**src/rtl/alu_multicycle.sv**
```systemverilog
// Handshaked ALU: single-cycle arith/logic/shift/compare, iterative MUL/MULH/DIV/REM.
// Latency: done 1 edge after accept for single-cycle ops, WIDTH+1 edges for iterative ops.
// Backpressure: none queued; start is ignored outside IDLE, busy marks an iterative op in flight.
module alu_multicycle #(
    parameter int WIDTH = 8,
    parameter int SEL_W = 8
) (
    input  logic             clk,
    input  logic             rst,
    input  logic             start,
    input  logic [WIDTH-1:0] A,
    input  logic [WIDTH-1:0] B,
    input  logic [SEL_W-1:0] Selector,
    output logic             busy,
    output logic             done,
    output logic [WIDTH-1:0] X,
    output logic [7:0]       Flags
);

    localparam int MSB   = WIDTH - 1;
    localparam int SH_W  = $clog2(WIDTH);
    localparam int CNT_W = $clog2(WIDTH);

    localparam logic [CNT_W-1:0] CNT_LAST = CNT_W'(WIDTH - 1);

    // Opcode map shared with the original 8-bit ALU, zero-extended to SEL_W.
    localparam logic [SEL_W-1:0] OP_ADD  = SEL_W'(8'h01);
    localparam logic [SEL_W-1:0] OP_SUB  = SEL_W'(8'h02);
    localparam logic [SEL_W-1:0] OP_MUL  = SEL_W'(8'h03);
    localparam logic [SEL_W-1:0] OP_DIV  = SEL_W'(8'h04);
    localparam logic [SEL_W-1:0] OP_REM  = SEL_W'(8'h05);
    localparam logic [SEL_W-1:0] OP_AND  = SEL_W'(8'h06);
    localparam logic [SEL_W-1:0] OP_OR   = SEL_W'(8'h07);
    localparam logic [SEL_W-1:0] OP_XOR  = SEL_W'(8'h08);
    localparam logic [SEL_W-1:0] OP_NAND = SEL_W'(8'h09);
    localparam logic [SEL_W-1:0] OP_NOR  = SEL_W'(8'h0A);
    localparam logic [SEL_W-1:0] OP_XNOR = SEL_W'(8'h0B);
    localparam logic [SEL_W-1:0] OP_NOT  = SEL_W'(8'h0C);
    localparam logic [SEL_W-1:0] OP_SHL  = SEL_W'(8'h0D);
    localparam logic [SEL_W-1:0] OP_SHR  = SEL_W'(8'h0E);
    localparam logic [SEL_W-1:0] OP_CMP  = SEL_W'(8'h0F);
    localparam logic [SEL_W-1:0] OP_MULH = SEL_W'(8'h10);
    localparam logic [SEL_W-1:0] OP_MOV  = SEL_W'(8'h80);

    typedef enum logic [1:0] {
        ST_IDLE = 2'd0,
        ST_RUN  = 2'd1,
        ST_DONE = 2'd2
    } state_t;

    state_t state_q, state_d;

    // Latched request and iterative working registers.
    // MUL: {hi_q, lo_q} is the partial product, lo_q starts as the multiplier (A).
    // DIV/REM: hi_q is the running remainder, lo_q shifts A out and quotient bits in.
    logic [SEL_W-1:0] op_q;
    logic [WIDTH-1:0] a_q;
    logic [WIDTH-1:0] b_q;
    logic [WIDTH-1:0] hi_q;
    logic [WIDTH-1:0] lo_q;
    logic [CNT_W-1:0] cnt_q;

    logic             accept;
    logic             op_is_mul;

    logic [WIDTH:0]   mul_sum;
    logic [WIDTH:0]   div_shift;
    logic [WIDTH+1:0] div_diff;
    logic             div_ok;
    logic             unused_div_bit;

    logic [WIDTH-1:0] res_x;
    logic [7:0]       res_f;
    logic             c_flag;
    logic             o_flag;
    logic             dz_flag;
    logic             std_flags;

    function automatic logic is_iter(input logic [SEL_W-1:0] op);
        return (op == OP_MUL) || (op == OP_MULH) || (op == OP_DIV) || (op == OP_REM);
    endfunction

    assign accept    = (state_q == ST_IDLE) && start;
    assign busy      = (state_q == ST_RUN);
    assign op_is_mul = (op_q == OP_MUL) || (op_q == OP_MULH);

    // State register.
    always_ff @(posedge clk) begin
        if (rst) begin
            state_q <= ST_IDLE;
        end else begin
            state_q <= state_d;
        end
    end

    // Next-state: iterative ops spend WIDTH cycles in RUN, everything passes through DONE.
    always_comb begin
        state_d = state_q;
        case (state_q)
            ST_IDLE: begin
                if (start) begin
                    state_d = is_iter(Selector) ? ST_RUN : ST_DONE;
                end
            end
            ST_RUN: begin
                if (cnt_q == CNT_LAST) begin
                    state_d = ST_DONE;
                end
            end
            ST_DONE: state_d = ST_IDLE;
            default: state_d = ST_IDLE;
        endcase
    end

    // One iteration step of shift-add multiply and restoring division.
    // With B==0 the trial subtraction never borrows, so the quotient fills with ones and the
    // remainder collects A bit by bit, giving the all-ones / A results without a special case.
    always_comb begin
        mul_sum   = {1'b0, hi_q} + (lo_q[0] ? {1'b0, b_q} : {(WIDTH+1){1'b0}});
        div_shift = {hi_q, lo_q[MSB]};
        div_diff  = {1'b0, div_shift} - {2'b00, b_q};
        div_ok    = ~div_diff[WIDTH+1];
    end

    // A successful trial difference is always below the divisor, so bit WIDTH is zero there.
    assign unused_div_bit = div_diff[WIDTH];

    // Result and flag formation from the latched request and the iterative registers.
    always_comb begin
        res_x     = '0;
        res_f     = '0;
        c_flag    = 1'b0;
        o_flag    = 1'b0;
        dz_flag   = 1'b0;
        std_flags = 1'b1;
        case (op_q)
            OP_ADD: begin
                {c_flag, res_x} = {1'b0, a_q} + {1'b0, b_q};
                o_flag = (a_q[MSB] == b_q[MSB]) && (res_x[MSB] != a_q[MSB]);
            end
            OP_SUB: begin
                {c_flag, res_x} = {1'b0, a_q} - {1'b0, b_q};
                o_flag = (a_q[MSB] != b_q[MSB]) && (res_x[MSB] != a_q[MSB]);
            end
            OP_MUL: begin
                res_x  = lo_q;
                c_flag = |hi_q;
                o_flag = |hi_q;
            end
            OP_MULH: begin
                res_x  = hi_q;
                c_flag = |hi_q;
                o_flag = |hi_q;
            end
            OP_DIV: begin
                res_x   = lo_q;
                dz_flag = (b_q == '0);
            end
            OP_REM: begin
                res_x   = hi_q;
                dz_flag = (b_q == '0);
            end
            OP_AND:  res_x = a_q & b_q;
            OP_OR:   res_x = a_q | b_q;
            OP_XOR:  res_x = a_q ^ b_q;
            OP_NAND: res_x = ~(a_q & b_q);
            OP_NOR:  res_x = ~(a_q | b_q);
            OP_XNOR: res_x = ~(a_q ^ b_q);
            OP_NOT:  res_x = ~a_q;
            OP_SHL: begin
                res_x  = a_q << b_q[SH_W-1:0];
                c_flag = a_q[MSB];
            end
            OP_SHR: begin
                res_x  = a_q >> b_q[SH_W-1:0];
                c_flag = a_q[0];
            end
            OP_CMP: begin
                // Compare result lives in X[2:0]; the low flags mirror it, nothing else is set.
                std_flags = 1'b0;
                res_x[0]  = (a_q == b_q);
                res_x[1]  = (a_q > b_q);
                res_x[2]  = (a_q < b_q);
                res_f     = {5'b00000, res_x[2:0]};
            end
            OP_MOV: begin
                std_flags = 1'b0;
                res_x     = a_q;
            end
            default: begin
                std_flags = 1'b0;
            end
        endcase
        if (std_flags) begin
            res_f = {1'b0, o_flag, 1'b0, dz_flag, ~^res_x, res_x[MSB], c_flag, (res_x == '0)};
        end
    end

    // Datapath: latch on accept, iterate in RUN, publish X/Flags with a done pulse in DONE.
    always_ff @(posedge clk) begin
        if (rst) begin
            op_q  <= '0;
            a_q   <= '0;
            b_q   <= '0;
            hi_q  <= '0;
            lo_q  <= '0;
            cnt_q <= '0;
            X     <= '0;
            Flags <= '0;
            done  <= 1'b0;
        end else begin
            done <= 1'b0;
            if (accept) begin
                op_q  <= Selector;
                a_q   <= A;
                b_q   <= B;
                hi_q  <= '0;
                lo_q  <= A;
                cnt_q <= '0;
            end else if (state_q == ST_RUN) begin
                cnt_q <= cnt_q + CNT_W'(1);
                if (op_is_mul) begin
                    hi_q <= mul_sum[WIDTH:1];
                    lo_q <= {mul_sum[0], lo_q[MSB:1]};
                end else if (div_ok) begin
                    hi_q <= div_diff[WIDTH-1:0];
                    lo_q <= {lo_q[MSB-1:0], 1'b1};
                end else begin
                    hi_q <= div_shift[WIDTH-1:0];
                    lo_q <= {lo_q[MSB-1:0], 1'b0};
                end
            end else if (state_q == ST_DONE) begin
                X     <= res_x;
                Flags <= res_f;
                done  <= 1'b1;
            end
        end
    end

endmodule

```
**config.mk**
```make
export PLATFORM = sky130hd
export DESIGN_NAME = alu_multicycle
export DESIGN_NICKNAME = d
export VERILOG_FILES = /design/src/rtl/alu_multicycle.sv
export SDC_FILE = /design/constraint.sdc
export NUM_CORES = 1
export LEC_CHECK = 0
export CAP_MARGIN = 25
export CORE_MARGIN = 3
export CORE_UTILIZATION = 55
export DETAILED_ROUTE_END_ITERATION = 10
export PLACE_DENSITY_LB_ADDON = 0.12
export SETUP_SLACK_MARGIN = 0.2
export SYNTH_ARGS = -nofsm -noshare
export SYNTH_HDL_FRONTEND = slang
export SYNTH_SLANG_ARGS = --single-unit
```
**constraint.sdc**
```tcl
create_clock -name clk -period 4.8 [get_ports clk]
set_input_delay 0.72 -clock clk [delete_from_list [all_inputs] [get_ports clk]]
set_output_delay 0.72 -clock clk [all_outputs]
set_load 0.02 [all_outputs]
```
; Word level (Yosys, flattened, before mapping)
; Cells that the tools add are included.
[word_totals]
ff_bits = 62
latchBits = 0
mem_bits_rw = 0
romBits = 0
in_bits = 27
output_inout_bits = 18
wordCells = 101
n_memories = 0
[op_classes]
add_sub_neg = 5
n_mul = 0
div = 0
magnitude_cmp = 2
eq_ne = 31
shifts = 2
muxes = 20
n_bitwise = 9
reduce_logical = 22
[op_table]
columns = operator, n
row1 = $pmux 5 s14, 1
row2 = $eq 8x4->1 const B, 8
row3 = $mux 8, 7
row4 = $eq 8x3->1 const B, 6
row5 = $pmux 3 s15, 1
row6 = $not 8->8, 4
row7 = $eq 8x2->1 const B, 3
row8 = $add 8x8->9, 2
row9 = $eq 8x5->1 const B, 2
row10 = $logic_not 8->1, 2
row11 = $reduce_or 15->1, 1
row12 = $reduce_or 2->1, 5
row13 = $sub 9x8->10, 1
row14 = $sub 8x8->9, 1
row15 = $and 8x8->8, 1
row16 = $eq 8x1->1 const B, 1
row17 = $eq 8x8->1, 1
row18 = $eq 8x8->1 const B, 1
row19 = $gt 8x8->1, 1
row20 = $lt 8x8->1, 1
row21 = $or 8x8->8, 1
row22 = $reduce_or 8->1, 1
row23 = $reduce_xnor 8->1, 1
row24 = $shl 8x3->8, 1
row25 = 24 further kinds, 37

; Depth between registers and ports, before layout
; Gate-level depths: netlist of the first run.
[logic_depth]
ltp_word = 7
mapped_depth = 15
depth_no_buf = 14

; Least setup slack after synthesis of the first run
; OpenSTA, ideal clock, no wires.
[synth_path]
path_kind = register to register
from = reg b_q[2]
to = reg Flags[3]
setup_time_ns = 0.070
arrival_time_ns = 3.406
t_required_ns = 4.730
path_slack_ns = 1.324
path_stages_with_launch = 16
n_path_buf = 2
synth_period_minus_slack_ns = 3.476
path_cell_list = dfxtp_1 -> clkbuf_1 -> inv_1 -> ha_1 -> clkbuf_2 -> nor2_1 -> a221o_1 -> a211o_1 -> a2111oi_1 -> a211o_2 -> a2111oi_4 -> ha_1 -> xnor2_1 -> xnor2_1 -> nand3_1 -> a21oi_1
[synth_via]
elab_chain_len = 5
[synth_lines]
columns = element, line
row1 = "start, declared", 58  ; logic [WIDTH-1:0] b_q;
row2 = "start signal, assigned", 204  ; b_q <= '0;
row3 = "start signal, assigned", 216  ; b_q <= B;
row4 = "parallel branches: the longest is 3 deep, another holds $sub 8x8->9", n/a
row5 = $reduce_xnor 8->1 *, 195  ; res_f = {1'b0, o_flag, 1'b0, dz_flag, ~^res_x, res_x[MSB], c_flag, (res_x == '0)};
row6 = $mux 8 *, 194  ; if (std_flags) begin
row7 = "end signal, assigned", 234  ; Flags <= res_f;
row8 = "end, declared", 17  ; output logic [7:0] Flags
; Mark *: on every way between the ends.
; A chain may end at the register's enable or synchronous reset.

; Final worst setup path of the first run
[layout_path]
from = reg a_q[1]
to = reg Flags[3]
[layout_via]
elab_chain_len = 5
[layout_lines]
columns = element, line
row1 = "start, declared", 57  ; logic [WIDTH-1:0] a_q;
row2 = "start signal, assigned", 203  ; a_q <= '0;
row3 = "start signal, assigned", 215  ; a_q <= A;
row4 = "parallel branches: the longest is 3 deep, another holds $sub 8x8->9", n/a
row5 = $reduce_xnor 8->1 *, 195
row6 = $mux 8 *, 194
; Marks and branches as above.

==> Flow_metrics.wiki, run 1 <==
{| class="wikitable"
! Metric !! Value
|-
| Classification of the worst-slack hold path || reg2reg
|-
| Count of flip-flops with a built-in enable after synthesis || 0
|-
| Slowest cell on the critical path || sky130_fd_sc_hd__a2111oi_0
|-
| Post-route non-filler standard cell count || roughly 900
|-
| Largest net degree at the start of global routing || 37
|-
| Crit path launch type || flip-flop
|-
| Endpoint of the worst register-to-register path || Flags[3]$_SDFFE_PP0P_
|-
| Cell-by-cell trace of the critical path || inv_1 > ha_1 > a21oi_1 > nor4_1 > a2111oi_0 > o32ai_1 > o21ai_0 > nor3b_1 > ha_1 > xnor2_1 > xnor2_1 > nand3_1 > a21oi_1
|-
| Leakage component of the power || between 0.002 and 0.0025 uW
|-
| Standard cell core area || ~10000 um2
|-
| Total number of vias || roughly 5900
|-
| Sw frac || 36.4%
|-
| Max-cap violations || 0
|-
| Most used flip-flop cell after synthesis || sky130_fd_sc_hd__dfxtp_1
|-
| Count of nets after finishing || approximately 830
|-
| Fraction of layout cells with a size suffix above 1 || under 10%
|-
| Ys async rst share || 0%
|-
| Run status || finished, final reports clean
|-
| Startpoint of the most critical register-to-register path || a_q[1]$_SDFFE_PP0P_
|-
| CTS tree || done
|-
| Global placer's final weighted congestion || between 1 and 1.5
|-
| # placed instances || around 880
|-
| Number of cells upsized or downsized after cts || 0
|-
| Delay of the slowest cell on the worst path || around 800 ps
|-
| Post-CTS setup-driven buffer insertion count || 0
|-
| Final total negative setup slack || 0 ps
|-
| Chip Width || about 110 um
|-
| Signal arrival time at the worst endpoint || ~4200 ps
|-
| Routed length per placed instance || 21.1 um
|-
| 1st-iter DRT viols || 579
|-
| Final Setup Violations || 0
|-
| Internal Power || a little under 1000 uW
|-
| Power density cells || approximately 240 nW/um2
|-
| Worst Setup EP || Flags[3]$_SDFFE_PP0P_
|-
| Least-Margin Pin Slew || approximately 1100 ps
|-
| Post-route antenna net violation count || 0
|-
| Shortest clock period the worst path allows after layout || a little under 4000 ps
|-
| Ratio of routed vias to standard cells || around 6.6
|-
| Origin of the worst setup path || a_q[1]$_SDFFE_PP0P_
|-
| Number of iterations in the first detailed-routing pass || 6
|-
| Root cell of the clock tree || sky130_fd_sc_hd__clkbuf_8
|-
| Peak clock frequency supported by timing || 255 MHz
|-
| Number of max-slew violations in the final report || 0
|-
| Antenna violations before repair || 0
|-
| Floorplan die area || ~12000 um2
|-
| Syn Std Cell Area || ~5600 um2
|-
| Combinational share of power || 32.6%
|-
| DRC Markers || 0
|-
| Number of buffers inserted by hold repair at cts || 0
|-
| Global router's overall resource usage || around 33%
|-
| Worst max-slew margin expressed relative to the limit || slightly below 30%
|-
| Hold Violations, Final || 0
|-
| Clock Power Share || 30.2%
|-
| Maximum level of the CTS H-tree || 3
|-
| Area growth from synthesis to final layout || 11.1%
|-
| Largest buffer count on any clock path || 2
|-
| Clock latency on the worst-skew pair || 350 ps
|-
| DP HPWL || 14500 um
|-
| Post-Route WL || 18900 um
|-
| Part of the power in registers || 37.1%
|-
| Critical Path Fanout Max || 12
|-
| Global-route wire length before repair || between 30000 and 40000 um
|-
| Vias in the first global route || 5636
|-
| Crit end category || flip-flop
|-
| Number of antenna diodes || 0
|-
| Number of instances in the synthesized netlist || approximately 750
|-
| Top metal layer carrying routed signals || met4
|-
| GRT Residual Overflow || 0
|-
| Num rows || 36
|-
| Number of unique standard cell types used by synthesis || 74
|-
| Met1 WL || roughly 7500 um
|-
| Filler cell count in the final layout || a little under 900
|-
| Clock Skew || 13.2 ps
|-
| Slack of the worst reg-to-reg path || just under 900 ps
|-
| Required @ worst endpoint || about 5100 ps
|-
| Crit share post-route || 81.7%
|-
| Number of top-level design ports || between 40 and 50
|-
| Warnings, synthesis || 0
|-
| Syn avg cell area || 7.56 um2
|-
| VDD IR max || about 170 uV
|-
| Total of buffers placed on input and output ports || 42
|-
| Setup repair after global routing missed its margin || no
|-
| CP Class || reg2reg
|-
| Worst Hold Slack || ~470 ps
|-
| Switching power || approximately 550 uW
|-
| Total CTS buffers || 9
|-
| Sink Count || 60
|-
| Worst reg-to-reg path cell count || 13
|-
| Chip height || ~110 um
|-
| Register bit total from synthesis || 60
|-
| Wire length on met2 || about 8600 um
|-
| Final Total Pwr || 1520 uW
|-
| Routed length on met3 || roughly 1800 um
|-
| Share of synthesized area occupied by flip-flops and latches || a little over a fifth
|-
| Starting utilization of the core area || 57.3%
|-
| CTS clk-pin slew, worst paths || about 70 ps
|}
==> power groups by stage <==
stage | combinational, uW | clock [uW] | sequential [uW]
2_1_floorplan | 352 | 0 | 562
3_3_place_gp | 475 | 0 | 571
3_5_place_dp | 481 | 0 | 573
4_1_cts | 484 | 468 | 562
5_1_grt | 534 | 486 | 566
6_report | 495 | 459 | 563
==> worst min-delay path by stage <==
| stage | depth (start not counted) | slack [ps] | startpoint | to |
|---|---|---|---|---|
| global route | 2 | 490 | cnt_q[1]$_SDFFE_PP0P_ | cnt_q[1]$_SDFFE_PP0P_ |
| detailed placement | 2 | 460 | Flags[4]$_SDFFE_PP0P_ | Flags[4]$_SDFFE_PP0P_ |
| global placement | 2 | 450 | Flags[4]$_SDFFE_PP0P_ | Flags[4]$_SDFFE_PP0P_ |
| floorplan | 2 | 440 | cnt_q[1]$_SDFFE_PP0P_ | cnt_q[1]$_SDFFE_PP0P_ |
| finish | 2 | 470 | cnt_q[1]$_SDFFE_PP0P_ | cnt_q[1]$_SDFFE_PP0P_ |
| CTS | 2 | 470 | cnt_q[1]$_SDFFE_PP0P_ | cnt_q[1]$_SDFFE_PP0P_ |
==> kinds of logic (layout without fill, tap and decap cells) <==
group           after synthesis  after routing  synth area share [%]
simple gates                275            275                  23.0
fa+ha+maj                    51             51                  11.8
buf+inv                      94            107                  6.95
other cells                   1              2                0.0664
flops                        60             60                  21.3
mux                          30             30                  7.24
compound gates              218            218                  26.8
xor+xnor                     18             18                  2.79
==> Yosys cell counts, types with 14 or more instances <==
library cell | count | area [um2]
sky130_fd_sc_hd__a211oi_1 | 15 | 113
sky130_fd_sc_hd__a21oi_1 | 62 | 310
sky130_fd_sc_hd__clkbuf_1 | 38 | 143
sky130_fd_sc_hd__dfxtp_1 | 60 | 1200
sky130_fd_sc_hd__ha_1 | 47 | 588
sky130_fd_sc_hd__inv_1 | 34 | 128
sky130_fd_sc_hd__mux2i_1 | 15 | 150
sky130_fd_sc_hd__nand2_1 | 109 | 409
sky130_fd_sc_hd__nand3_1 | 15 | 75.1
sky130_fd_sc_hd__nor2_1 | 65 | 244
sky130_fd_sc_hd__nor3_1 | 17 | 85.1
sky130_fd_sc_hd__o21ai_0 | 32 | 160
sky130_fd_sc_hd__xnor2_1 | 14 | 123
==> per-layer routing <==
metal	global-route usage [%]	up-vias
li1	-	2720
met1	43.2	2726
met2	52.5	355
met3	5.88	65
met4	18.6	0
met5	0	-
==> per-stage QoR <==
step / util [%] / cell area [um2] / worst slack (ps)
final: 63.6 / 6280 / 880
after global routing: 63.6 / 6280 / 514
after CTS: 63.6 / 6280 / 980
after detailed placement: 61.7 / 6080 / 1000
after global placement: 61.7 / 6080 / 1130
after floorplan: - / 5650 / 1320
==> worst max-delay path: cells and delay by family (launching register included) <==
family / cells / cell delay [ps]
xor+xnor: 2 / 310
simple gates: 3 / 530
flops: 1 / 590
buf+inv: 1 / 200
fa+ha+maj: 2 / 700
compound gates: 5 / 1520
==> state kept, by name, indices dropped and copies added, names as in the netlist <==
register / cells
X: 8
a_q: 8
b_q: 8
hi_q: 8
lo_q: 8
op_q: 8
Flags: 6
cnt_q: 3
state_q: 2
done: 1
==> cells in the final DEF, fill, tap and decap left out, types with 11 or more instances in the layout <==
cell type / Yosys / routed
sky130_fd_sc_hd__nand2_1: 109 / 109
sky130_fd_sc_hd__nor2_1: 65 / 65
sky130_fd_sc_hd__a21oi_1: 62 / 62
sky130_fd_sc_hd__dfxtp_1: 60 / 60
sky130_fd_sc_hd__ha_1: 47 / 47
sky130_fd_sc_hd__clkdlybuf4s50_1: 0 / 41
sky130_fd_sc_hd__inv_1: 34 / 34
sky130_fd_sc_hd__o21ai_0: 32 / 32
sky130_fd_sc_hd__nor3_1: 17 / 17
sky130_fd_sc_hd__mux2i_1: 15 / 15
sky130_fd_sc_hd__nand3_1: 15 / 15
sky130_fd_sc_hd__a211oi_1: 15 / 15
sky130_fd_sc_hd__buf_4: 4 / 15
sky130_fd_sc_hd__xnor2_1: 14 / 14
sky130_fd_sc_hd__a221oi_1: 13 / 13
sky130_fd_sc_hd__nand2b_1: 11 / 11
==> final cells by class <==
cell class,instances,area [um2],share of cell area (%)
Clock buffer,10,128,2.03
Clock inverter,6,63.8,1.02
Inverter,34,128,2.03
Multi-Input combinational cell,594,4060,64.7
Sequential cell,60,1200,19.1
Tap cell,133,166,2.65
Timing Repair Buffer,57,528,8.41
(Power assumes the default switching activity.)
==> run 2: changes to the inputs <==
- clock period: 4.8 -> 4.1 ns (I/O delays scaled with it)
==> Flow_metrics.wiki, run 2 (synthesis results as in run 1) <==
{| class="wikitable"
! Metric !! Value
|-
| Post-route antenna net violation count || 0
|-
| Floorplan die area || about 12000 um2
|-
| Total CTS buffers || 9
|-
| CP Class || reg2reg
|-
| Chip height || 107 um
|-
| Least-Margin Pin Slew || slightly above 800 ps
|-
| Leakage component of the power || roughly 0.0024 uW
|-
| Final total negative setup slack || 0 ps
|-
| Ratio of routed vias to standard cells || between 6 and 7
|-
| Post-CTS setup-driven buffer insertion count || 0
|-
| Top library cells by usage in the layout, fill and taps aside || 109 x sky130_fd_sc_hd__nand2_1, 65 x sky130_fd_sc_hd__nor2_1, 62 x sky130_fd_sc_hd__a21oi_1
|-
| Origin of the worst setup path || a_q[3]$_SDFFE_PP0P_
|-
| Delay of the slowest cell on the worst path || ~540 ps
|-
| Number of iterations in the first detailed-routing pass || 8
|-
| # placed instances || 894
|-
| Slack of the worst reg-to-reg path || approximately 480 ps
|-
| Top metal layer carrying routed signals || met4
|-
| Largest buffer count on any clock path || 2
|-
| Routed length on met3 || 1580 um
|-
| DRC Markers || 0
|-
| Setup repair after global routing missed its margin || no
|-
| Number of top-level design ports || 45
|-
| Post-route non-filler standard cell count || between 900 and 1000
|-
| Maximum level of the CTS H-tree || 3
|-
| Antenna violations before repair || 0
|-
| Area growth from synthesis to final layout || 14.1%
|-
| Crit share post-route || 88.2%
|-
| Number of antenna diodes || 0
|-
| Peak clock frequency supported by timing || around 280 MHz
|-
| Number of buffers and inverters on the critical path || 2
|-
| Total number of vias || a little under 6000
|-
| Crit end category || flip-flop
|-
| Post-Route WL || around 19000 um
|-
| Required @ worst endpoint || around 4400 ps
|-
| VDD IR max || 204 uV
|-
| GRT Residual Overflow || 0
|-
| Number of cells on the critical path || 13
|-
| Most common cell after layout, fill and taps aside || sky130_fd_sc_hd__nand2_1
|-
| Routed length per placed instance || roughly 21 um
|-
| Chip Width || around 110 um
|-
| Sink Count || 60
|-
| Shortest clock period the worst path allows after layout || about 3600 ps
|-
| Standard cell core area || roughly 10000 um2
|-
| Clock latency on the worst-skew pair || roughly 350 ps
|-
| 1st-iter DRT viols || roughly 680
|-
| Total of buffers placed on input and output ports || 42
|-
| Power density cells || slightly below 300 nW/um2
|-
| Final Core Density || between 60% and 70%
|-
| Worst Setup EP || Flags[3]$_SDFFE_PP0P_
|-
| Critical Path Fanout Max || 13
|-
| Signal arrival time at the worst endpoint || slightly below 4000 ps
|-
| Cell-by-cell trace of the critical path || inv_1 > ha_1 > inv_1 > a221o_1 > a211o_1 > a2111oi_1 > a211o_2 > a2111oi_4 > ha_1 > xnor2_1 > xnor2_1 > nand3_1 > a21oi_1
|-
| Worst max-slew margin expressed relative to the limit || between 40% and 50%
|-
| Hold Violations, Final || 0
|-
| Worst Hold Slack || between 400 and 500 ps
|-
| Global router's overall resource usage || a little over a third
|-
| Multi-input gate area in the final layout || between 4000 and 5000 um2
|-
| Max-cap violations || 0
|-
| Largest net degree at the start of global routing || 34
|-
| Wire length on met2 || between 8000 and 9000 um
|-
| Endpoint of the worst register-to-register path || Flags[3]$_SDFFE_PP0P_
|-
| Met1 WL || between 8000 and 9000 um
|-
| Final Setup Violations || 0
|-
| CTS clk-pin slew, worst paths || roughly 70 ps
|-
| DP HPWL || about 15000 um
|-
| Run status || finished, final reports clean
|-
| Global-route wire length before repair || 30900 um
|-
| Filler cell count in the final layout || roughly 840
|-
| Final Total Pwr || around 1900 uW
|-
| Number of max-slew violations in the final report || 0
|-
| Vias in the first global route || roughly 5700
|-
| CTS tree || done
|-
| Num rows || 36
|-
| Fraction of layout cells with a size suffix above 1 || under 10%
|-
| Classification of the worst-slack hold path || reg2reg
|-
| Clock Skew || 9.50 ps
|-
| Worst reg-to-reg path cell count || 13
|-
| Count of nets after finishing || 850
|-
| Startpoint of the most critical register-to-register path || a_q[3]$_SDFFE_PP0P_
|-
| Cell class contributing the biggest share of worst-path delay || compound AO/OA/AOI/OAI gates
|-
| Slowest cell on the critical path || sky130_fd_sc_hd__a2111oi_1
|-
| Global placer's final weighted congestion || roughly 1
|-
| Seq. cell area || roughly 1200 um2
|-
| Starting utilization of the core area || between 50% and 60%
|-
| Crit path launch type || flip-flop
|-
| Root cell of the clock tree || sky130_fd_sc_hd__clkbuf_8
|}
run 2: changes by cell type in the layout (fill, tap and decap cells not counted):
cell / change
sky130_fd_sc_hd__clkinv_2: -1
sky130_fd_sc_hd__inv_6: -1
sky130_fd_sc_hd__clkinv_4: +2
sky130_fd_sc_hd__clkinvlp_4: -2
sky130_fd_sc_hd__dfxtp_2: +1
sky130_fd_sc_hd__dfxtp_1: -1
sky130_fd_sc_hd__bufinv_16: +2
sky130_fd_sc_hd__buf_4: +16
run 2: timing repair:
item	CTS	global route
hold buffers	0	0
endpoints found under the setup margin	0	1
gates resized for setup	0	1
run 2: per-stage QoR:
stage	setup WS, ps	cell area (um2)
after floorplan	624	5650
after global placement	526	6200
after detailed placement	357	6200
after CTS	344	6440
after global routing	213	6450
final	483	6450
run 2: final cells by class:
cell class	count	area share, %
Timing Repair Buffer	73	10.1
Multi-Input combinational cell	594	63.0
Sequential cell	60	18.7
Tap cell	133	2.58
Inverter	34	1.98
Clock inverter	6	1.75
Clock buffer	10	1.98
run 2: power by group:
part,switching (uW),internal [uW],total (uW)
combinational,353,250,602
clock,258,405,663
sequential,41.6,612,654
total,652,1270,1920
run 2: worst min-delay path by stage:
stage                             to  depth (start not counted)             startpoint
2_1_floorplan  cnt_q[1]$_SDFFE_PP0P_                          2  cnt_q[1]$_SDFFE_PP0P_
3_3_place_gp   Flags[4]$_SDFFE_PP0P_                          2  Flags[4]$_SDFFE_PP0P_
3_5_place_dp   Flags[4]$_SDFFE_PP0P_                          2  Flags[4]$_SDFFE_PP0P_
4_1_cts        Flags[4]$_SDFFE_PP0P_                          2  Flags[4]$_SDFFE_PP0P_
5_1_grt        Flags[3]$_SDFFE_PP0P_                          2  Flags[3]$_SDFFE_PP0P_
6_report       Flags[4]$_SDFFE_PP0P_                          2  Flags[4]$_SDFFE_PP0P_
run 2: per-layer routing:
metal | up-vias | GRT usage, %
met4 | 0 | 17.9
met2 | 330 | 53.4
li1 | 2765 | -
met3 | 80 | 5.58
met1 | 2760 | 46.9
met5 | - | 0
run 2: worst min-delay path: stages (launching register included):
cell and delay [ps]:
sky130_fd_sc_hd__dfxtp_1 310, sky130_fd_sc_hd__nand2_1 50, sky130_fd_sc_hd__a21oi_1 50
==> run 3: changes to the inputs <==
- CORE_ASPECT_RATIO: unset -> 2
==> Flow_metrics.wiki, run 3 (synthesis results as in run 1) <==
{| class="wikitable"
! Metric !! Value
|-
| Count of nets after finishing || 846
|-
| Sw frac || a little over a third
|-
| CTS clk-pin slew, worst paths || 60 ps
|-
| Origin of the worst setup path || b_q[5]$_SDFFE_PP0P_
|-
| Chip height || roughly 150 um
|-
| Number of buffers and inverters on the critical path || 1
|-
| Instance area after placement || 6170 um2
|-
| Number of max-slew violations in the final report || 0
|-
| Fraction of layout cells with a size suffix above 1 || about a tenth
|-
| Part of the power in registers || 31.9%
|-
| Signal arrival time at the worst endpoint || 4040 ps
|-
| Total of buffers placed on input and output ports || between 40 and 50
|-
| Global placer's final weighted congestion || around 1.1
|-
| Shortest clock period the worst path allows after layout || 3780 ps
|-
| # placed instances || between 800 and 900
|-
| Starting utilization of the core area || 57.1%
|-
| Worst reg-to-reg path cell count || 12
|-
| Top library cells by usage in the layout, fill and taps aside || 109 x sky130_fd_sc_hd__nand2_1, 65 x sky130_fd_sc_hd__nor2_1, 62 x sky130_fd_sc_hd__a21oi_1
|-
| Most common cell after layout, fill and taps aside || sky130_fd_sc_hd__nand2_1
|-
| Number of buffers inserted by hold repair at cts || 0
|-
| Worst Setup EP || Flags[3]$_SDFFE_PP0P_
|-
| Maximum level of the CTS H-tree || 3
|-
| Number of antenna diodes || 0
|-
| Crit share post-route || slightly above 90%
|-
| Routed length per placed instance || ~25 um
|-
| Vias in the first global route || around 6100
|-
| Leakage component of the power || around 0.0024 uW
|-
| Sink Count || 60
|-
| Largest net degree at the start of global routing || 52
|-
| Number of cells on the critical path || 12
|-
| Endpoint of the worst register-to-register path || Flags[3]$_SDFFE_PP0P_
|-
| Largest buffer count on any clock path || 2
|-
| Power density cells || ~320 nW/um2
|-
| CP Class || reg2reg
|-
| Crit end category || flip-flop
|-
| Total non-filler cell area in the finished layout || 6480 um2
|-
| Slack of the worst reg-to-reg path || 320 ps
|-
| CTS tree || done
|-
| Critical Path Fanout Max || 9
|-
| Final Total Pwr || slightly above 2000 uW
|-
| Num rows || 51
|-
| Post-route antenna net violation count || 0
|-
| Setup repair after global routing missed its margin || no
|-
| 1st-iter DRT viols || 762
|-
| Final Setup Violations || 0
|-
| Number of top-level design ports || 45
|-
| Combinational share of power || between 30% and 40%
|-
| Global router's overall resource usage || about two fifths
|-
| Switching power || about 720 uW
|-
| Required @ worst endpoint || 4360 ps
|-
| Final Worst Setup Slack || between 300 and 400 ps
|-
| Global-route wire length before repair || between 30000 and 40000 um
|-
| Placement-stage worst setup slack || ~420 ps
|-
| Classification of the worst-slack hold path || reg2reg
|-
| Least-Margin Pin Slew || slightly below 1000 ps
|-
| Standard cell core area || approximately 10000 um2
|-
| Peak clock frequency supported by timing || roughly 260 MHz
|-
| Area growth from synthesis to final layout || 14.7%
|-
| Antenna violations before repair || 0
|-
| Run status || finished, final reports clean
|-
| GRT Residual Overflow || 0
|-
| Delay of the slowest cell on the worst path || between 700 and 800 ps
|-
| Post-route non-filler standard cell count || 905
|-
| Number of iterations in the first detailed-routing pass || 5
|-
| Clock Skew || approximately 11 ps
|-
| Cell-by-cell trace of the critical path || inv_1 > ha_1 > nor2_1 > nand2_1 > nor4b_1 > nor4_1 > a2111oi_2 > ha_1 > xnor2_1 > xnor2_1 > nand3_1 > a21oi_1
|-
| Chip Width || ~78 um
|-
| Slowest cell on the critical path || sky130_fd_sc_hd__nor4b_1
|-
| Cell class contributing the biggest share of worst-path delay || simple AND/OR/NAND/NOR gates
|-
| Max-cap violations || 0
|-
| Floorplan die area || 11600 um2
|-
| Clock Power Share || a little under two fifths
|-
| Hold Violations, Final || 0
|-
| VDD IR max || between 300 and 400 uV
|-
| DP HPWL || 17000 um
|-
| DRC Markers || 0
|-
| Internal Power || 1330 uW
|-
| Root cell of the clock tree || sky130_fd_sc_hd__clkbuf_16
|-
| Total number of vias || 6195
|-
| Final total negative setup slack || 0 ps
|-
| Startpoint of the most critical register-to-register path || b_q[5]$_SDFFE_PP0P_
|-
| Crit path launch type || flip-flop
|-
| Clock latency on the worst-skew pair || about 340 ps
|-
| Total CTS buffers || 9
|-
| Ratio of routed vias to standard cells || between 6 and 7
|-
| Worst max-slew margin expressed relative to the limit || around 35%
|-
| Seq. cell area || approximately 1200 um2
|-
| Multi-input gate area in the final layout || 4070 um2
|-
| Filler cell count in the final layout || between 800 and 900
|-
| Post-Route WL || approximately 22000 um
|}
[run 3: cell types whose count changed in the layout (fill, tap and decap cells not counted), moves of 2 or more]
cell                        delta
sky130_fd_sc_hd__clkbuf_8      -9
sky130_fd_sc_hd__clkbuf_16     +9
sky130_fd_sc_hd__buf_4         -4
sky130_fd_sc_hd__bufinv_16     -2
[run 3: repair_timing]
item,4_1_cts,5_1_grt
buffers inserted,0,0
resized for setup,0,3
endpoints found under the setup margin,0,1
[run 3: how the worst min path moves through the flow]
stage / depth (start not counted) / end / start
finish: 2 / Flags[4]$_SDFFE_PP0P_ / Flags[4]$_SDFFE_PP0P_
global placement: 2 / Flags[4]$_SDFFE_PP0P_ / Flags[4]$_SDFFE_PP0P_
detailed placement: 2 / Flags[4]$_SDFFE_PP0P_ / Flags[4]$_SDFFE_PP0P_
CTS: 2 / Flags[4]$_SDFFE_PP0P_ / Flags[4]$_SDFFE_PP0P_
global route: 2 / Flags[4]$_SDFFE_PP0P_ / Flags[4]$_SDFFE_PP0P_
floorplan: 2 / cnt_q[1]$_SDFFE_PP0P_ / cnt_q[1]$_SDFFE_PP0P_
[run 3: worst min-delay path, delay by kind of cell (launching register included)]
kind,cells,cell delay [ps]
flip-flops,1,300
AO/OA/AOI/OAI,1,50
AND/OR/NAND/NOR,1,50
[run 3: area by class of cell]
type                       instances  share of cell area [%]
multi-input combinational        594                    62.7
sequential                        60                    18.6
timing repair buffer              69                    9.54
clock buffer                       9                    3.47
tap                              132                    2.55
inverter                          34                    1.97
clock inverter                     7                    1.16
[run 3: per-layer routing]
metal | GRT usage [%] | vias to the layer above | share of wire (%)
met5 | 0 | - | 0
met4 | 31.7 | 0 | 9.8
met3 | 5.93 | 148 | 6.5
met2 | 68.0 | 399 | 50
met1 | 40.1 | 2884 | 34
li1 | - | 2764 | -
[run 3: stage by stage]
step	hold WS, ps	util, %
after global placement	444	62.4
final	456	65.5
after floorplan	440	-
after CTS	459	65.5
after detailed placement	451	62.4
after global routing	481	65.5
[run 3: power groups by stage]
stage / Clock (uW) / Sequential (uW) / Combinational, uW
2_1_floorplan: 0 / 658 / 412
3_3_place_gp: 0 / 662 / 595
3_5_place_dp: 0 / 665 / 602
4_1_cts: 775 / 653 / 606
5_1_grt: 795 / 658 / 664
6_report: 771 / 655 / 626
==> RTL change 1: new RTL, config.mk and constraints of run 2 <==
Remove the case item `OP_SHL` of the case on `op_q`.
--- a/src/rtl/alu_multicycle.sv
+++ b/src/rtl/alu_multicycle.sv
@@ -167,10 +167,6 @@
             OP_NOR:  res_x = ~(a_q | b_q);
             OP_XNOR: res_x = ~(a_q ^ b_q);
             OP_NOT:  res_x = ~a_q;
-            OP_SHL: begin
-                res_x  = a_q << b_q[SH_W-1:0];
-                c_flag = a_q[MSB];
-            end
             OP_SHR: begin
                 res_x  = a_q >> b_q[SH_W-1:0];
                 c_flag = a_q[0];
Formal check against the unedited RTL: not equivalent (Yosys sat finds a counterexample within 4 cycles, from zero or initial values and one cycle with rst high).
==> RTL change 1 against run 2 <==
Power decreased by 2.5%. Sequential share of layout area increased by 0.52 points. Critical path depth decreased by 2. Count of clock-buffer cells in the layout decreased by 1. Die area decreased by 2.0%. Wire length increased by 0.33%. Synthesized area decreased by 2.1%. Highest routed layer unchanged. Critical path type unchanged. Worst setup slack got worse by 84 ps. Clock power decreased by 5.7%. Synthesized cell count decreased by 0.94%. Cell area decreased by 2.8%. Sequential cell count unchanged. Combinational power decreased by 3.8%.
==> RTL change 1: results (changes against run 2) <==
[sta]
maxSlewHeadroom_pct = 43.3  ; -2.0 points
skew_ps = 9.51  ; +0.0184 ps

[placement]
placed_cells = 879  ; -1.7%
place_congestion = 1.03  ; +0.82%
dp_hpwl_mm = 14.6  ; -2.1%

[global_route]
grt_start_max_net_pins = 37  ; +8.8%
grt_usage_pct = 34.6  ; -0.089 points
first_global_vias = 5787  ; +1.4%
grt_first_pass_wirelength_mm = 30.8  ; -0.51%

[drt]
wl_per_cell_um = 21.7  ; +2.0%
wirelength_mm = 19.4  ; +0.33%
dr_total_vias = 5939  ; +0.067%
drt-pass1-iter-count = 7  ; -1
drt_iter0_drc = 631  ; -6.9%

[final_layout]
n_antenna_cell = 0  ; unchanged
drive_gt1_share_pct = 8.09  ; -1.8 points
fillerInstances = 816  ; -3.1%
fin_nets = 838  ; -1.4%

[power_and_ir_drop]
power.total_w = 0.00187  ; -2.5%
ir_worst_vdd_mv = 0.191  ; -6.3%
p_leak_nw = 2.41  ; +0.35%

[yosys]
synthCells = 740  ; -0.94%
ys_async_sr_fraction_pct = 0  ; unchanged
yosysSeqAreaShare_pct = 21.7  ; +0.46 points
synthTopCellsByArea = dfxtp_1 22%, ha_1 10%, a21oi_1 5.9%
ys_types = 74  ; unchanged
synth_commonest_cells = 85 x nand2_1, 76 x nor2_1, 65 x a21oi_1

[clock_tree]
numCtsBuffers = 9  ; unchanged
root_buffer = clkbuf_8

[status]
status = complete, no violations

[worst_setup_path]
arrival_ps = 3970  ; +70 ps
critPathMaxFanout = 21  ; +8

## RTL change 1: worst paths after layout
check                start        to  slack, ps  cells past startpoint
hold reg to reg   cnt_q[2]  cnt_q[2]        460                      2
hold / removal    cnt_q[2]  cnt_q[2]        460                      2
setup reg to reg   op_q[2]  Flags[3]        400                     11
setup / recovery   op_q[2]  Flags[3]        400                     11
## RTL change 1: layout make-up
class / instances / area, µm² / share of cell area [%]
sequential: 60 / 1200 / 19.2
clock buffer: 9 / 124 / 1.98
timing repair buffer: 61 / 558 / 8.91
clock inverter: 7 / 98.8 / 1.58
multi-input combinational: 598 / 4000 / 63.9
inverter: 31 / 116 / 1.86
tap: 129 / 161 / 2.58
## RTL change 1: kinds of logic after synthesis
| logic type | synth area share (%) |
|---|---|
| AO/OA/AOI/OAI | 24.4 |
| XOR/XNOR | 2.53 |
| adder cells (fa/ha/maj) | 11.9 |
| buffers and inverters | 6.29 |
| flip-flops | 21.7 |
| multiplexers | 7.38 |
| other | 0.0678 |
| AND/OR/NAND/NOR | 25.8 |
## RTL change 1: critical path, cell delays in order (launching register included)
cell and delay [ps]:
dfxtp_1 810, nor2_1 370, and4_1 430, a221o_1 390, a2111oi_0 300, o21ai_1 140, a31oi_1 290, ha_1 300
xnor2_1 190, xnor2_1 150, nand3_1 100, a21oi_1 150
## RTL change 1: where the power goes
| group | internal, W | total, W | leakage, nW | switching, W |
|---|---|---|---|---|
| clock network | 0.000346 | 0.000625 | 0.110 | 0.000279 |
| logic | 0.000241 | 0.000579 | 1.81 | 0.000338 |
| registers | 0.000613 | 0.000668 | 0.491 | 0.0000558 |
## RTL change 1: what timing repair did
| action | CTS | global route |
|---|---|---|
| hold buffers | 0 | 0 |
| gates resized for setup | 0 | 3 |
| setup endpoints to repair | 0 | 1 |
## RTL change 1: per-stage QoR
stage | area, µm² | hold WS [ps] | worst slack (ps)
2_1_floorplan | 5530 | 440 | 776
3_3_place_gp | 6030 | 443 | 472
3_5_place_dp | 6030 | 454 | 429
4_1_cts | 6250 | 465 | 325
5_1_grt | 6260 | 486 | 202
6_report | 6260 | 465 | 399
## RTL change 1: routing by layer
metal	vias up	routed length [µm]	global-route usage [%]
met3	70	1720	5.77
met1	2808	7690	43.9
li1	2719	-	-
met2	342	8890	55.3
met4	0	1120	20.2
met5	-	0	0
==> RTL change 2: new RTL, settings of run 2 <==
Made on the original files. Change the parameter `WIDTH` from 8 to 16.
--- a/src/rtl/alu_multicycle.sv
+++ b/src/rtl/alu_multicycle.sv
@@ -2,7 +2,7 @@
 // Latency: done 1 edge after accept for single-cycle ops, WIDTH+1 edges for iterative ops.
 // Backpressure: none queued; start is ignored outside IDLE, busy marks an iterative op in flight.
 module alu_multicycle #(
-    parameter int WIDTH = 8,
+    parameter int WIDTH = 16,
     parameter int SEL_W = 8
 ) (
     input  logic             clk,
Ports: changed (resized A, B and X); port bits go from 45 to 69. The function was not compared with the original's and may differ.
==> RTL change 2 against run 2 <==
Critical endpoint unchanged. Core utilization grew 1.4 points. Final cell count grew 99%. Synthesized area grew 89%. Power grew 85%. Wire length grew 140%. Cell area grew 95%. Highest routed layer unchanged. Worst setup slack lost 140 ps. Sequential cell count grew 41.
==> RTL change 2: results (changes against run 2) <==
[status]
status = complete, no violations

[global_route]
antenna_found_initial = 1  ; +1
grt_usage_pct = 41.8  ; +7.1 points
grt_start_max_net_pins = 82  ; +140%
grt_first_pass_wirelength_mm = 69.0  ; +120%
first_global_vias = 11400  ; +100%

[worst_setup_path]
cpPeakStageDelay_ps = 500  ; -40 ps
cpMaxStageDelayCell = ha_1
critPathMaxFanout = 12  ; -1
arrival_ps = 4050  ; +150 ps
crit_family = simple AND/OR/NAND/NOR gates

[sta]
maxSlewHeadroom_pct = 27.6  ; -18 points
skew_ps = 8.68  ; -0.817 ps

[yosys]
synthCells = 1472  ; +97%
synthTopCellsByArea = dfxtp_1 19%, ha_1 11%, a21oi_1 7.0%
yosysSeqAreaShare_pct = 19.0  ; -2.3 points
ys_types = 94  ; +27%
yosysWarnings = 0  ; unchanged
ys_async_sr_fraction_pct = 0  ; unchanged
synth_top_area_share_pct = 19.0  ; -2.3 points
synth_commonest_cells = 194 x nand2_1, 152 x nor2_1, 149 x a21oi_1
synth_enable_flop_cells = 0  ; unchanged
synth_ff_type = dfxtp_1

[power_and_ir_drop]
ir_worst_vdd_mv = 0.213  ; +4.0%
p_leak_nw = 4.94  ; +110%

[drt]
drt_iter0_drc = 1680  ; +150%
drt-vias-per-instance = 6.73  ; +3.2%
wl_per_cell_um = 25.1  ; +18%
drt-pass1-iter-count = 8  ; unchanged

[clock_tree]
clk_latency_ps = 370  ; +20 ps
numCtsBuffers = 9  ; unchanged
cts_buffer_depth = 2  ; unchanged
clk_pin_slew_worst_paths_ps = 80
root_buffer = clkbuf_16
cts_htree_levels = 3  ; unchanged

[final_layout]
n_antenna_cell = 0  ; unchanged
fin_nets = 1688  ; +99%
final_cells = 1814  ; +99%
drive_gt1_share_pct = 14.0  ; +4.1 points

[placement]
place_congestion = 1.08  ; +5.3%
preCtsSetupSlack_ps = 36.6  ; -320 ps
dp_hpwl_mm = 35.6  ; +140%
portBuffers = 66  ; +57%

[min_path]
hold_path.class = register to register

==> RTL change 2: final cells by class <==
cell class	count	area [µm²]
repair buffers	176	1510
flip-flops and latches	101	2030
multi-input cells	1203	8170
well taps	260	325
inverters	58	221
clock inverters	6	118
clock buffers	10	229
fillers	1714	6290
==> RTL change 2: repair_timing <==
item                                    in CTS  in global routing
setup buffers                                1                  5
resized for setup                            3                 45
pin swaps                                    2                 13
endpoints found under the setup margin       1                  2
==> RTL change 2: final timing paths <==
path | cells past startpoint | slack [ps] | start | end
setup / recovery | 16 | 340 | a_q[4] | Flags[3]
hold / removal | 2 | 480 | cnt_q[1] | cnt_q[1]
setup reg to reg | 16 | 340 | a_q[4] | Flags[3]
hold reg to reg | 2 | 480 | cnt_q[1] | cnt_q[1]
==> RTL change 2: kinds of logic (layout without fill, tap and decap cells) <==
group	count (synthesis)	count (layout)	share of synthesized area [%]
flops	101	101	19.0
mux	43	43	6.06
compound gates	483	483	30.2
xor+xnor	36	36	2.96
buf+inv	169	250	6.42
fa+ha+maj	96	96	11.6
simple gates	543	543	23.7
other cells	1	2	0.0352
==> RTL change 2: metal layers <==
metal,GRT usage [%],wire length (µm),part of all wire [%],vias to the layer above
met5,0,0,0,-
met4,17.6,2200,4.8,0
met2,60.2,18600,41,925
met1,57.4,17900,39,5603
li1,-,-,-,5531
met3,13.7,6900,15,145
==> RTL change 2: per-stage QoR <==
step	util [%]	area [µm²]	hold WS, ps	total power [W]
3_5_place_dp	63.4	12000	471	0.00241
3_3_place_gp	63.4	12000	466	0.00240
2_1_floorplan	-	10700	454	0.00194
5_1_grt	66.7	12600	522	0.00368
4_1_cts	65.4	12400	482	0.00343
6_report	66.7	12600	477	0.00354
==> RTL change 2: worst register-to-register path, cell delays in order (launching register included) <==
cell and delay [ps]:
dfxtp_1 340, inv_1 100, ha_1 500, nor4_1 410, buf_4 180, nand4_1 90, nor2_1 250, nand4_1 250
nand4_1 240, nor3_1 70, buf_4 170, ha_1 310, xnor2_1 200, xnor2_1 160, xnor2_1 140, nand3_1 100
a21oi_1 170
==> RTL change 2: report_power, final <==
group          switching (W)  internal, W  leakage [nW]
Combinational       0.000839     0.000579          3.94
Clock               0.000434     0.000605         0.165
Sequential         0.0000541      0.00103         0.828
